**src/rtl/axi_sw_pkg.sv**
```systemverilog
// Shared types and default constants for the switch-driven AXI-lite command master.
// Latency: n/a (types and constants only).
// Backpressure: n/a.
package axi_sw_pkg;

  // Handshake FSM states: idle, read address phase, read data phase, write (aw + w) phase.
  typedef enum logic [1:0] {
    IDLE    = 2'd0,
    RD_ADDR = 2'd1,
    RD_DATA = 2'd2,
    WR      = 2'd3
  } state_t;

  localparam int ADDR_W_DEF          = 4;
  localparam int DATA_W_DEF          = 4;
  localparam int DEBOUNCE_CYCLES_DEF = 16;
  localparam int TIMEOUT_CYCLES_DEF  = 32;

endpackage

```
**src/rtl/btn_debounce.sv**
```systemverilog
// Button conditioner: 2-flop synchroniser, debounce filter, one-cycle rising-edge pulse.
// Latency: rise pulse 2 sync cycles + DEBOUNCE_CYCLES stable cycles + 1 after the raw edge.
// Backpressure: none; the pulse is fire-and-forget and the consumer may drop it.
module btn_debounce #(
  parameter int DEBOUNCE_CYCLES = 16
) (
  input  logic clk,
  input  logic reset,
  input  logic i_btn,
  output logic o_rise
);

  localparam int CW = $clog2(DEBOUNCE_CYCLES + 1);
  localparam logic [CW-1:0] TERM = CW'(DEBOUNCE_CYCLES - 1);

  logic          r_sync0;
  logic          r_sync1;
  logic          r_level;
  logic          r_rise;
  logic [CW-1:0] r_cnt;

  logic w_diff;
  logic w_flip;

  // The accepted level only moves once the synced input has disagreed with it for
  // DEBOUNCE_CYCLES consecutive cycles; the counter never runs past its terminal value.
  assign w_diff = (r_sync1 != r_level);
  assign w_flip = w_diff && (r_cnt == TERM);

  // Synchronise the raw button, run the stability counter and flag 0->1 level changes.
  always_ff @(posedge clk) begin
    if (reset) begin
      r_sync0 <= 1'b0;
      r_sync1 <= 1'b0;
      r_level <= 1'b0;
      r_rise  <= 1'b0;
      r_cnt   <= '0;
    end else begin
      r_sync0 <= i_btn;
      r_sync1 <= r_sync0;
      r_rise  <= w_flip && r_sync1;
      if (w_flip) begin
        r_level <= r_sync1;
        r_cnt   <= '0;
      end else if (w_diff) begin
        r_cnt <= r_cnt + CW'(1);
      end else begin
        r_cnt <= '0;
      end
    end
  end

  assign o_rise = r_rise;

endmodule

```
**src/rtl/axi_switch_master.sv**
```systemverilog
// Launches one AXI-lite read or write per debounced button press, address/data from switches.
// Latency: valid rises the cycle after the debounced request; done pulses the cycle after the last beat.
// Backpressure: waits on slave ready/valid; aborts after TIMEOUT_CYCLES stalled; presses while busy dropped.
module axi_switch_master
  import axi_sw_pkg::*;
#(
  parameter int ADDR_W          = ADDR_W_DEF,
  parameter int DATA_W          = DATA_W_DEF,
  parameter int DEBOUNCE_CYCLES = DEBOUNCE_CYCLES_DEF,
  parameter int TIMEOUT_CYCLES  = TIMEOUT_CYCLES_DEF
) (
  input  logic              clk,
  input  logic              reset,
  input  logic [ADDR_W-1:0] sw_addr,
  input  logic [DATA_W-1:0] sw_data,
  input  logic              btn_rd,
  input  logic              btn_wr,
  output logic [ADDR_W-1:0] SWM_arADDR,
  output logic [DATA_W-1:0] SWM_wdata,
  output logic              ms_arvalid,
  input  logic              sm_arready,
  output logic              ms_rready,
  input  logic              sm_rvalid,
  output logic              ms_awvalid,
  input  logic              sm_awready,
  output logic              ms_wvalid,
  input  logic              sm_wready,
  output logic              busy,
  output logic              done,
  output logic              timeout_err
);

  localparam int TW = $clog2(TIMEOUT_CYCLES + 1);
  localparam logic [TW-1:0] TMO_TERM = TW'(TIMEOUT_CYCLES - 1);

  state_t            r_state;
  logic [ADDR_W-1:0] r_addr;
  logic [DATA_W-1:0] r_wdata;
  logic              r_aw_done;
  logic              r_w_done;
  logic [TW-1:0]     r_tmo_cnt;
  logic              r_done;
  logic              r_terr;

  state_t            w_state_nxt;
  logic [ADDR_W-1:0] w_addr_nxt;
  logic [DATA_W-1:0] w_wdata_nxt;
  logic              w_aw_done_nxt;
  logic              w_w_done_nxt;
  logic [TW-1:0]     w_tmo_nxt;
  logic              w_done_nxt;
  logic              w_terr_nxt;

  logic w_rd_req;
  logic w_wr_req;
  logic w_ar_beat;
  logic w_r_beat;
  logic w_aw_beat;
  logic w_w_beat;
  logic w_tmo_hit;

  btn_debounce #(.DEBOUNCE_CYCLES(DEBOUNCE_CYCLES)) u_db_rd (
    .clk    (clk),
    .reset  (reset),
    .i_btn  (btn_rd),
    .o_rise (w_rd_req)
  );

  btn_debounce #(.DEBOUNCE_CYCLES(DEBOUNCE_CYCLES)) u_db_wr (
    .clk    (clk),
    .reset  (reset),
    .i_btn  (btn_wr),
    .o_rise (w_wr_req)
  );

  // Handshake outputs are pure functions of registered state, so they hold until their beat.
  assign ms_arvalid  = (r_state == RD_ADDR);
  assign ms_rready   = (r_state == RD_DATA);
  assign ms_awvalid  = (r_state == WR) && !r_aw_done;
  assign ms_wvalid   = (r_state == WR) && !r_w_done;
  assign busy        = (r_state != IDLE);
  assign done        = r_done;
  assign timeout_err = r_terr;
  assign SWM_arADDR  = r_addr;
  assign SWM_wdata   = r_wdata;

  assign w_ar_beat = ms_arvalid && sm_arready;
  assign w_r_beat  = ms_rready  && sm_rvalid;
  assign w_aw_beat = ms_awvalid && sm_awready;
  assign w_w_beat  = ms_wvalid  && sm_wready;
  assign w_tmo_hit = (r_tmo_cnt == TMO_TERM);

  // Next-state logic: launch from IDLE (read wins a tie), advance on beats, abort on stall timeout.
  always_comb begin
    w_state_nxt   = r_state;
    w_addr_nxt    = r_addr;
    w_wdata_nxt   = r_wdata;
    w_aw_done_nxt = r_aw_done | w_aw_beat;
    w_w_done_nxt  = r_w_done  | w_w_beat;
    w_tmo_nxt     = w_tmo_hit ? r_tmo_cnt : r_tmo_cnt + TW'(1);
    w_done_nxt    = 1'b0;
    w_terr_nxt    = r_terr;
    unique case (r_state)
      IDLE: begin
        w_tmo_nxt     = '0;
        w_aw_done_nxt = 1'b0;
        w_w_done_nxt  = 1'b0;
        if (w_rd_req) begin
          w_state_nxt = RD_ADDR;
          w_addr_nxt  = sw_addr;
          w_terr_nxt  = 1'b0;
        end else if (w_wr_req) begin
          w_state_nxt = WR;
          w_addr_nxt  = sw_addr;
          w_wdata_nxt = sw_data;
          w_terr_nxt  = 1'b0;
        end
      end
      RD_ADDR: begin
        if (w_ar_beat) begin
          w_state_nxt = RD_DATA;
          w_tmo_nxt   = '0;
        end else if (w_tmo_hit) begin
          w_state_nxt = IDLE;
          w_terr_nxt  = 1'b1;
        end
      end
      RD_DATA: begin
        if (w_r_beat) begin
          w_state_nxt = IDLE;
          w_done_nxt  = 1'b1;
        end else if (w_tmo_hit) begin
          w_state_nxt = IDLE;
          w_terr_nxt  = 1'b1;
        end
      end
      WR: begin
        if (w_aw_done_nxt && w_w_done_nxt) begin
          w_state_nxt = IDLE;
          w_done_nxt  = 1'b1;
        end else if (w_aw_beat || w_w_beat) begin
          w_tmo_nxt = '0;
        end else if (w_tmo_hit) begin
          w_state_nxt = IDLE;
          w_terr_nxt  = 1'b1;
        end
      end
      default: begin
        w_state_nxt = IDLE;
      end
    endcase
  end

  // State and capture registers; reset returns everything to idle with outputs low.
  always_ff @(posedge clk) begin
    if (reset) begin
      r_state   <= IDLE;
      r_addr    <= '0;
      r_wdata   <= '0;
      r_aw_done <= 1'b0;
      r_w_done  <= 1'b0;
      r_tmo_cnt <= '0;
      r_done    <= 1'b0;
      r_terr    <= 1'b0;
    end else begin
      r_state   <= w_state_nxt;
      r_addr    <= w_addr_nxt;
      r_wdata   <= w_wdata_nxt;
      r_aw_done <= w_aw_done_nxt;
      r_w_done  <= w_w_done_nxt;
      r_tmo_cnt <= w_tmo_nxt;
      r_done    <= w_done_nxt;
      r_terr    <= w_terr_nxt;
    end
  end

endmodule
```
**config.mk**
```make
export PLATFORM = sky130hd
export DESIGN_NAME = axi_switch_master
export DESIGN_NICKNAME = d
export VERILOG_FILES = /design/src/rtl/axi_sw_pkg.sv /design/src/rtl/btn_debounce.sv /design/src/rtl/axi_switch_master.sv
export SDC_FILE = /design/constraint.sdc
export NUM_CORES = 1
export LEC_CHECK = 0
export ABC_AREA = 1
export CAP_MARGIN = 20
export CORE_MARGIN = 1.5
export CORE_UTILIZATION = 40
export DETAILED_ROUTE_END_ITERATION = 6
export DONT_BUFFER_PORTS = 1
export SLEW_MARGIN = 20
export SYNTH_ARGS = -nofsm -noshare
export SYNTH_HDL_FRONTEND = slang
export SYNTH_SLANG_ARGS = --single-unit
export TNS_END_PERCENT = 10
```
**constraint.sdc**
```tcl
create_clock -name clk -period 1.36 [get_ports clk]
set_input_delay 0.272 -clock clk [delete_from_list [all_inputs] [get_ports clk]]
set_output_delay 0.272 -clock clk [all_outputs]
set_load 0.005 [all_outputs]
```
==> impl_metrics.toml, run 1 <==
[detailed_routing]
vias = 1289
first_pass_iters = 4
wl_per_cell_um = 9.897
via_per_inst = 4.571
drtIter0Drc = 34
drcViolationCount = 0
routed_wl_mm = 2.791
antenna_left = 0

[floorplanning]
io_pins = 31
fp.dieH_um = 66.94
coreArea_mm2 = 0.003971
start_util_pct = 41.18
die_area_mm2 = 0.004481
die_width_um = 66.94
rows = 23

[run]
drv_cap = 0

[worst_setup_path]
cp-end-kind = "flip-flop"
crit_slowest_cell = "dfxtp_2"
worst_ep_arrival_time_ns = 1.64
path_cells = "ha_4, nand2_2, nor2_2, ha_2, inv_2, nand4_1, a21oi_2, o21a_1"
r2r_slack_ns = -0.05
r2r_end = "u_db_wr.r_cnt[3]"
path_class = "reg2reg"
critPathLaunchType = "flip-flop"
rr_startpoint = "u_db_wr.r_cnt[1]"
max_stage_delay_ns = 0.34
cp_top_family = "flip-flops"
critical_path_peak_fanout = 4
cp.required_ns = 1.59
rr_worst_depth = 8
crit_buf_inv = 1

[grt]
grt_pass1_vias = 1112
grt_pass1_wl_mm = 4.512
grt_max_degree = 16
grtUsageTotal_pct = 13.53
antenna_found_initial = 0
grt_overflow = 0

[hold_path]
worstHoldEndpoint = "r_state[0]"
holdCritStartpoint = "reset"
hp-class = "in2reg"
whs_path_depth = 1

[synthesis]
synthDistinctLibCells = 28
yosysSeqAreaShare_pct = 46.52
syn_nets = 232
avgSynthCellArea_um2 = 7.750
yosysTopAreaCell = "dfxtp_1"
syn_inst = 211
ys_seq_elements = 38
yosys-top-cells-area = "dfxtp_1 47%, nor2_1 9.4%, inv_1 8.3%, nand2_1 5.5%, ha_1 3.8%"
synth_top_area_share_pct = 46.52
syn_area_mm2 = 0.001635
yosysWarnings = 0

[power_and_ir_drop]
peakVddDrop_mv = 0.7549
power_density_mw_per_mm2 = 1236
total_power_mw = 2.415
leakage_nw = 0.7970

[clock_network]
clock_latency_ns = 0.29
clock_sinks = 38
path_clk_slew_ns = 0.07
cts_made_buffers = 5
cts_tree = "done"
ctsHoldBuffers = 0
htreeDepth = 2
clockRootBuffer = "clkbuf_8"
cts_max_path_buffers = 2

[run_status]
status = "finished with violations"
violations = "negative setup slack"

[sta]
setup_viol = 3
fin_tns_setup_ns = -0.1147
relSlewSlack_pct = 83.29
tightest_slew_ns = 0.2499
fin_crit_sh_pct = 103.8
slew_viol_final = 0
layout_min_cycle_time_ns = 1.411
rsz0062_at_grt = "yes"
max_freq_mhz = 708.6
finalWorstSetupSlack_ns = -0.05118
fin_skew_ns = 0.003200
hold_violations = 0
whs_ns = 0.02793

[place]
port-buffer-count = 0
routabilityCongestion = 0.7856
dp_hpwl_mm = 2.068

[final_layout]
drive_above_1_share_pct = 23.28
fin_nets = 252
final_cell_mix = "36 x nor2_1, 35 x inv_1, 34 x dfxtp_1"
areaGrowthSynthToFinish_pct = 19.51
final_common_cell = "nor2_1"
diodes = 0
-- flip-flops by register name (all words and copies together), names as in the netlist --
name,cells
r_tmo_cnt,6
u_db_rd.r_cnt,5
u_db_wr.r_cnt,5
SWM_arADDR,4
SWM_wdata,4
r_state,2
done,1
r_aw_done,1
r_w_done,1
timeout_err,1
u_db_rd.o_rise,1
u_db_rd.r_level,1
u_db_rd.r_sync0,1
u_db_rd.r_sync1,1
u_db_wr.o_rise,1
u_db_wr.r_level,1
u_db_wr.r_sync0,1
u_db_wr.r_sync1,1
-- logic make-up (layout without fill, tap and decap cells) --
kind of cell             after synthesis  count (layout)  synth area share (%)
buffers and inverters                 39              60                 9.028
XOR/XNOR                               2               2                 1.071
adder cells (fa/ha/maj)                5               5                 3.826
flip-flops                            38              38                 46.52
AND/OR/NAND/NOR                       98              98                 28.16
AO/OA/AOI/OAI                         29              29                 11.40
-- layer usage --
layer,vias up,wire [um],track usage [%]
met5,-,0,0
met4,0,51,6.122
met3,6,122,4.899
met2,19,1309,22.25
met1,556,1308,15.64
li1,708,-,-
-- report_power, final --
part | switching (mW) | total (mW) | internal, mW
clock | 0.381 | 0.790 | 0.409
combinational | 0.247 | 0.416 | 0.169
sequential | 0.0494 | 1.21 | 1.16
-- worst max-delay path by stage --
| stage | cells past startpoint | start | endpoint |
|---|---|---|---|
| global placement | 8 | u_db_wr.r_cnt[0] | u_db_wr.r_cnt[3] |
| finish | 8 | u_db_wr.r_cnt[1] | u_db_wr.r_cnt[3] |
| floorplan | 8 | u_db_rd.r_cnt[0] | u_db_rd.r_cnt[3] |
| global route | 8 | u_db_wr.r_cnt[1] | u_db_wr.r_cnt[3] |
| CTS | 8 | u_db_wr.r_cnt[0] | u_db_wr.r_cnt[3] |
| detailed placement | 8 | u_db_wr.r_cnt[0] | u_db_wr.r_cnt[3] |
-- layout make-up --
class	count	area (um2)
tap	50	62.56
clock inverter	1	5.005
timing repair buffer	15	112.6
inverter	37	138.9
clock buffer	7	86.33
sequential	38	770.7
fill	417	2017
multi-input combinational	134	778.2
-- per-stage QoR --
step           worst slack [ns]  cell area, um2  cells  util, %
2_1_floorplan          0.006717            1635    211        -
3_3_place_gp           -0.02165            1802    274    45.37
3_5_place_dp           -0.05936            1802    274    45.37
4_1_cts              -0.0001842            1904    282    47.95
5_1_grt                 -0.1613            1954    282    49.21
6_report               -0.05118            1954    282    49.21
-- cell usage after synthesis, drive strengths merged --
cell type,number
nand2,27
or2,2
a31o,1
inv,37
xor2,2
nor3,5
nor3b,2
o21a,1
o21bai,2
a21oi,11
dfxtp,38
nand3,13
nor2,42
o21ai,14
buf,1
ha,5
nand4,7
clkbuf,1
-- what timing repair did --
item / in CTS / in global routing
pin swaps: 2 / 3
gates resized for setup: 6 / 15
hold endpoints to repair: 0 / 0
setup endpoints to repair: 9 / 19
buffers inserted: 0 / 0
gates cloned: 0 / 0
No activity file was read; power rests on OpenSTA's default activity.
==> run 2, diff against run 1 <==
CAP_MARGIN = unset   (was 20)
PLACE_DENSITY = 0.65   (was unset)
==> run 2 against run 1 <==
Effect of this change: the flow now finishes without violations; sequential share of layout area is 0.20 points higher; sequential cell count stayed put; via count is 1.6% higher; fmax is 7.9% higher; total power is 5.9% higher; utilization is 0.095 points lower; critical path depth stayed put; final area is 0.19% lower; clock skew hardly changed; setup slack better by 0.10 ns; register-to-register slack better by 0.10 ns; largest cell class is now sequential cells; largest power group unchanged.
==> impl_metrics.toml, run 2 (same netlist as run 1, synthesis figures left out) <==
[grt]
grt_pass1_wl_mm = 4.526
grt_pass1_vias = 1102
grt_max_degree = 14
antenna_found_initial = 0
grt_overflow = 0
grtUsageTotal_pct = 13.29

[final_layout]
final_common_cell = "nor2_1"
regMostFlops = "r_tmo_cnt"
largest_reg_flops = 6
fin_nets = 250
areaGrowthSynthToFinish_pct = 19.28
reg_top3 = "r_tmo_cnt (6), u_db_rd.r_cnt (5), u_db_wr.r_cnt (5)"
diodes = 0
finalInstanceArea_mm2 = 0.001951
drive_above_1_share_pct = 23.04
final_util_pct = 49.12
final_cell_mix = "39 x nor2_1, 34 x inv_1, 32 x dfxtp_1"
fin_cells = 280

[worst_setup_path]
cp-end-kind = "flip-flop"
path_cells = "ha_4, nand2_2, nor2_1, ha_2, inv_2, nand4_1, o21bai_1, a21oi_1"
critPathLaunchType = "flip-flop"
critical_path_peak_fanout = 3
rr_worst_depth = 8
cp.required_ns = 1.58
max_stage_delay_ns = 0.34
rr_startpoint = "u_db_rd.r_cnt[0]"
r2r_end = "u_db_rd.r_cnt[3]"
path_class = "reg2reg"
critPathCapture = "u_db_rd.r_cnt[3]"
crit_slowest_cell = "dfxtp_2"
r2r_slack_ns = 0.05
cp-startpoint = "u_db_rd.r_cnt[0]"
worst_ep_arrival_time_ns = 1.53

[clock_network]
postCtsSetupBuffers = 0
cts_made_buffers = 5
cts_tree = "done"
htreeDepth = 2
path_clk_slew_ns = 0.07
clockRootBuffer = "clkbuf_8"
cts_max_path_buffers = 2
clock_sinks = 38
clock_latency_ns = 0.28

[sta]
finalWorstSetupSlack_ns = 0.05154
relSlewSlack_pct = 87.06
fin_tns_setup_ns = 0
setup_viol = 0
hold_violations = 0
tightest_slew_ns = 0.1937
slew_viol_final = 0
rsz0062_at_grt = "yes"
layout_min_cycle_time_ns = 1.308
fin_crit_sh_pct = 96.21
whs_ns = 0.03039
max_freq_mhz = 764.3
fin_skew_ns = 0.003361

[power_and_ir_drop]
leakage_nw = 0.7875
peakVddDrop_mv = 0.6454
total_power_mw = 2.557
power_density_mw_per_mm2 = 1311

[hold_path]
hp-class = "in2reg"

[detailed_routing]
drtIter0Drc = 86
via_per_inst = 4.679
first_pass_iters = 4
antenna_left = 0
routed_wl_mm = 2.818
vias = 1310
wl_per_cell_um = 10.06
drcViolationCount = 0

[floorplanning]
die_area_mm2 = 0.004481
fp.dieH_um = 66.94
io_pins = 31
rows = 23
coreArea_mm2 = 0.003971
die_width_um = 66.94
start_util_pct = 41.18

[run]
drv_cap = 0

[place]
dp_hpwl_mm = 2.049
port-buffer-count = 0
place_area_mm2 = 0.001787
dp.cells = 272
routabilityCongestion = 0.7457
post-place-ws_ns = -0.006026

[run_status]
status = "completed"
[run 2: worst min-delay path by stage]
stage	to	depth (start not counted)	slack (ns)	from
global placement	r_state[0]	1	0.34	reset
global route	r_state[0]	1	0.01	reset
finish	r_state[0]	1	0.03	reset
detailed placement	r_state[0]	1	0.34	reset
CTS	r_state[0]	1	0.02	reset
floorplan	r_state[0]	1	0.33	reset
[run 2: critical path: cells and delay by family (launching register included)]
family / cells / cell delay [ns]
buffers and inverters: 1 / 0.06
AO/OA/AOI/OAI: 2 / 0.29
flip-flops: 1 / 0.34
AND/OR/NAND/NOR: 3 / 0.22
adder cells (fa/ha/maj): 2 / 0.33
[run 2: timing repair]
item / CTS / global route
setup endpoints to repair: 5 / 21
hold buffers: 0 / 0
pin swaps: 1 / 3
resized for setup: 3 / 17
[run 2: power breakdown]
group          switching, mW  internal, mW  total (mW)
registers             0.0556          1.16        1.22
logic                  0.239         0.163       0.402
clock network          0.393         0.545       0.938
total                  0.687          1.87        2.56
[run 2: cell type report]
type	count	area, um2
multi-input cells	134	764.5
flip-flops and latches	38	773.2
repair buffers	13	97.59
well taps	50	62.56
clock inverters	3	45.04
inverters	37	138.9
clock buffers	5	68.82
fillers	405	2021
[run 2: layer usage]
metal	GRT usage (%)	vias to the layer above	part of all wire, %
met4	5.612	0	1.3
met1	16.37	582	47
met2	21.38	24	47
met5	0	-	0
li1	-	700	-
met3	4.054	4	4.7
